[config.mk]
export PLATFORM = sky130hd
export DESIGN_NAME = mod3_frame_tx
export DESIGN_NICKNAME = d
export VERILOG_FILES = /design/src/rtl/mod3_frame_tx.sv
export SDC_FILE = /design/constraint.sdc
export NUM_CORES = 1
export LEC_CHECK = 0
export CAP_MARGIN = 0
export CELL_PAD_IN_SITES_DETAIL_PLACEMENT = 0
export CELL_PAD_IN_SITES_GLOBAL_PLACEMENT = 1
export CORE_UTILIZATION = 44
export CTS_CLUSTER_DIAMETER = 200
export DETAILED_ROUTE_END_ITERATION = 10
export PLACE_DENSITY = 0.86
export SYNTH_ARGS = -nofsm -noshare
export SYNTH_HDL_FRONTEND = slang
export SYNTH_SLANG_ARGS = --single-unit
export TNS_END_PERCENT = 30
[constraint.sdc]
create_clock -name clk -period 4.4 [get_ports clk]
set_clock_uncertainty 0.15 [all_clocks]
set_input_delay 0.66 -clock clk [delete_from_list [all_inputs] [get_ports clk]]
set_output_delay 0.66 -clock clk [all_outputs]
set_load 0.01 [all_outputs]
[src/rtl/mod3_frame_tx.sv]
// Serial frame transmitter: WIDTH payload bits MSB first, then two trailer
// bits chosen so that the number of ones in the whole frame is a multiple of 3.
module mod3_frame_tx #(
  parameter int WIDTH = 8
) (
  input  logic             clk,
  input  logic             rst,
  input  logic             in_valid,
  input  logic [WIDTH-1:0] in_data,
  output logic             in_ready,
  input  logic             bit_en,
  output logic             tx_bit,
  output logic             tx_valid,
  output logic             busy,
  output logic             done
);

  localparam int CW = $clog2(WIDTH);
  localparam logic [CW-1:0] LAST_BIT = CW'(WIDTH - 1);

  typedef enum logic [1:0] {
    IDLE  = 2'd0,
    DATA  = 2'd1,
    TRAIL = 2'd2
  } state_e;

  state_e           state_q, state_d;
  logic [WIDTH-1:0] shift_q, shift_d;
  logic [CW-1:0]    bitCnt_q, bitCnt_d;
  logic [1:0]       onesMod_q, onesMod_d;
  logic             trailIdx_q, trailIdx_d;
  logic             done_q, done_d;
  logic [1:0]       onesModInc;

  assign onesModInc = (onesMod_q == 2'd2) ? 2'd0 : onesMod_q + 2'd1;

  always_ff @(posedge clk or posedge rst) begin
    if (rst) begin
      state_q <= IDLE;
    end else begin
      state_q <= state_d;
    end
  end

  always_comb begin
    state_d = state_q;
    case (state_q)
      IDLE:    if (in_valid) state_d = DATA;
      DATA:    if (bit_en && (bitCnt_q == LAST_BIT)) state_d = TRAIL;
      TRAIL:   if (bit_en && trailIdx_q) state_d = IDLE;
      default: state_d = IDLE;
    endcase
  end

  // Every datapath update is gated by bit_en so a stall of any length freezes the frame.
  always_comb begin
    shift_d    = shift_q;
    bitCnt_d   = bitCnt_q;
    onesMod_d  = onesMod_q;
    trailIdx_d = trailIdx_q;
    done_d     = 1'b0;
    case (state_q)
      IDLE: begin
        if (in_valid) begin
          shift_d    = in_data;
          bitCnt_d   = '0;
          onesMod_d  = 2'd0;
          trailIdx_d = 1'b0;
        end
      end
      DATA: begin
        if (bit_en) begin
          shift_d  = {shift_q[WIDTH-2:0], 1'b0};
          bitCnt_d = (bitCnt_q == LAST_BIT) ? '0 : bitCnt_q + CW'(1);
          if (shift_q[WIDTH-1]) onesMod_d = onesModInc;
        end
      end
      TRAIL: begin
        if (bit_en) begin
          trailIdx_d = ~trailIdx_q;
          done_d     = trailIdx_q;
        end
      end
      default: begin
        done_d = 1'b0;
      end
    endcase
  end

  always_ff @(posedge clk or posedge rst) begin
    if (rst) begin
      shift_q    <= '0;
      bitCnt_q   <= '0;
      onesMod_q  <= 2'd0;
      trailIdx_q <= 1'b0;
      done_q     <= 1'b0;
    end else begin
      shift_q    <= shift_d;
      bitCnt_q   <= bitCnt_d;
      onesMod_q  <= onesMod_d;
      trailIdx_q <= trailIdx_d;
      done_q     <= done_d;
    end
  end

  // Trailer: residue 0 -> 0,0; residue 1 -> 1,1; residue 2 -> 1,0.
  always_comb begin
    in_ready = 1'b0;
    tx_bit   = 1'b0;
    tx_valid = 1'b0;
    busy     = 1'b0;
    done     = done_q;
    case (state_q)
      IDLE: begin
        in_ready = 1'b1;
      end
      DATA: begin
        tx_bit   = shift_q[WIDTH-1];
        tx_valid = 1'b1;
        busy     = 1'b1;
      end
      TRAIL: begin
        tx_bit   = trailIdx_q ? (onesMod_q == 2'd1) : (onesMod_q != 2'd0);
        tx_valid = 1'b1;
        busy     = 1'b1;
      end
      default: begin
        in_ready = 1'b1;
      end
    endcase
  end

endmodule

==> impl_metrics.yaml <==
outcome:
  outcome: "finished, final reports clean"
power:
  p_per_area_nw_per_um2: 604.1
  p_leak_nw: 0.5455
  vdd_drop_max_v: 0.0003078
die:
  std_cell_rows: 16
  dieArea_um2: 2494
  die-width_um: 49.94
  ioPinCount: 17
  initial_core_util: 0.4903
  dieHeight_um: 49.94
  core_um2: 2062
finish:
  area_growth_syn_to_layout_pct: 18.94
  nets: 120
  multi_input_area_um2: 523.0
  fin_cells: 129
  drive_gt1_frac: 0.2157
  nFillCells: 166
  regArea_um2: 425.4
  stdcell_area_um2: 1202
  antenna_cells: 0
yosys:
  ys_seq_area_frac: 0.4208
  synth_top_area_frac: 0.4208
  synth_warnings: 0
  synth_area_per_cell_um2: 11.76
  synth_edf_count: 0
  synth_nets: 103
  synth.area.top_cells: "dfrtp_1 42%, mux2_4 12%, mux2_2 7.8%, ha_1 6.2%, nand2_1 3.0%"
  synth_area_leader_cell: "dfrtp_1"
  mappedNetlistArea_um2: 1011
  synth_cell_type_count: 30
  synth_cells: 86
  synth-seq-cells: 17
  synthArstFlopShare: 1.000
  synthFlopType: "dfrtp_1"
global_route:
  grt_usage: 0.1693
  grt_pass1_vias: 669
  antenna_found_initial: 0
  grt_pass1_wl_mm: 3.118
  grt_overflow: 0
  grt_max_degree: 18
min_path:
  hp-start: "shift_q[1]"
  hold_class: "flop to flop"
worst_setup_path:
  path_max_fanout: 17
  crit_required_ps: 3590
  crit_type: "flop to output pin"
  worstSetupStartpointType: "flop"
  crit_path_end_kind: "output pin"
  r2r-start: "state_q[1]"
  crit_arrival_ps: 1990
  startpoint: "state_q[1]"
placement:
  dp_slack_ps: 1894
  post-dp-hpwl_mm: 1.369
  port_buffers: 16
  gp_congestion: 0.7554
  dp_cells: 125
  postPlaceCellArea_um2: 1176
route:
  via_per_inst: 5.279
  drt-initial-drc-count: 2
  post-route-drc-count: 0
  num_vias: 681
  wire_per_inst_um: 14.04
  ant_nets: 0
  routed_wl_mm: 1.811
  drt_first_pass_iters: 3
clock_tree:
  cts_sinks: 17
  postCtsSetupBuffers: 0
  cts_buffers: 3
  clockBufferDepth: 2
  cts-root-buf: "clkbuf_4"
  cts_tree: "yes"
  cts-resized-gates: 0
  path_clk_slew_ps: 90
  cts.hold.buffers_added: 0
  h-tree-depth: 1
  insertion_delay_ps: 290
timing:
  fin_crit_sh: 0.6371
  fin_setup_tns_ps: 0
  max_slew_margin: 0.4729
  fmax_ghz: 0.3567
  finalCriticalPeriod_ps: 2803
  rsz0062_at_grt: "false"
  drv_slew: 0
  hold_viol_final: 0
  setup_viol: 0
  tightest_slew_ps: 789.0
  setup_ws_ps: 1597
flow_run:
  cap_violations: 0
[cell families after synthesis]
group / share of synthesized area
buffers and inverters: 0.06188
AND/OR/NAND/NOR: 0.1052
flip-flops: 0.4208
adder cells (fa/ha/maj): 0.06188
AO/OA/AOI/OAI: 0.1312
multiplexers: 0.2191
[path summary, 6_finish.rpt]
check	to	slack, ps	cells past startpoint
min	shift_q[1]	370	1
max	tx_bit	1600	6
min in group asynchronous	shift_q[7]	590	2
max reg2reg	shift_q[2]	2200	5
max in group asynchronous	onesMod_q[1]	3100	2
min reg2reg	shift_q[1]	370	1
[layout make-up]
cell class                      instances  area share
Multi-Input combinational cell         57      0.4350
Inverter                                7     0.02185
Clock buffer                            4     0.02185
Tap cell                               27     0.02810
Sequential cell                        17      0.3538
Timing Repair Buffer                   17      0.1394
[cell usage in the layout, fill, tap and decap left out]
| cell | synthesis | layout |
|---|---|---|
| o2bb2ai_1 | 1 | 1 |
| mux2_4 | 8 | 8 |
| buf_4 | 2 | 1 |
| nor3_1 | 1 | 1 |
| o21ai_0 | 3 | 3 |
| nor2b_1 | 2 | 2 |
| a211o_1 | 1 | 1 |
| a21boi_0 | 1 | 1 |
| o41ai_1 | 2 | 2 |
| o211ai_1 | 1 | 1 |
| clkdlybuf4s50_1 | 0 | 16 |
| a211oi_1 | 1 | 1 |
| a22o_2 | 1 | 1 |
| nor3b_1 | 1 | 1 |
| nor2_8 | 1 | 1 |
| o31ai_1 | 2 | 2 |
| inv_1 | 7 | 7 |
| ha_1 | 5 | 5 |
| o22ai_1 | 1 | 1 |
| mux2i_4 | 1 | 1 |
| nand4_1 | 2 | 2 |
| mux2_2 | 7 | 7 |
| a21oi_1 | 2 | 2 |
| o32a_1 | 1 | 1 |
| a22o_1 | 1 | 1 |
| nand2_1 | 8 | 8 |
| clkbuf_1 | 0 | 1 |
| clkbuf_4 | 0 | 3 |
| and3_1 | 1 | 1 |
| dfrtp_1 | 17 | 17 |
| nand2b_1 | 2 | 2 |
[critical path, stage by stage (launching register included)]
cell	delay, ps
dfrtp_1	400
inv_1	100
ha_1	150
buf_4	240
nand2_1	130
a21oi_1	140
clkdlybuf4s50_1	550
[cells in the mapped netlist, drive strengths merged (2+ instances only)]
cell type,count
nand2,8
a22o,2
o31ai,2
dfrtp,17
inv,7
nand4,2
mux2,15
nand2b,2
buf,5
o41ai,2
nor2b,2
o21ai,3
ha,5
a21oi,2
[metal layers]
| layer | up-vias | GRT usage | part of all wire |
|---|---|---|---|
| met2 | 10 | 0.2590 | 0.47 |
| li1 | 340 | - | - |
| met3 | 5 | 0.02778 | 0.021 |
| met1 | 326 | 0.2345 | 0.49 |
| met4 | 0 | 0.07143 | 0.019 |
| met5 | - | 0 | 0 |
[state kept, by name (all words and copies together) (netlist names)]
signal / cells
bitCnt_q: 3
done: 1
onesMod_q: 2
shift_q: 8
state_q: 2
trailIdx_q: 1
[through the flow]
| step | utilization | power, mW | hold slack (ps) |
|---|---|---|---|
| after CTS | 0.5831 | 0.7324 | 368.9 |
| after global routing | 0.5831 | 0.7782 | 393.2 |
| after floorplan | - | 0.5667 | 318.6 |
| after detailed placement | 0.5704 | 0.6492 | 342.1 |
| after global placement | 0.5704 | 0.6331 | 343.4 |
| final | 0.5831 | 0.7263 | 365.9 |
[where the power goes]
part	switching (mW)	internal, mW	total (mW)	leakage, nW
clock network	0.0473	0.0352	0.0825	0.0150
logic	0.169	0.223	0.392	0.313
registers	0.0381	0.214	0.252	0.217
Note: power is estimated with default switching activity, not from simulation.
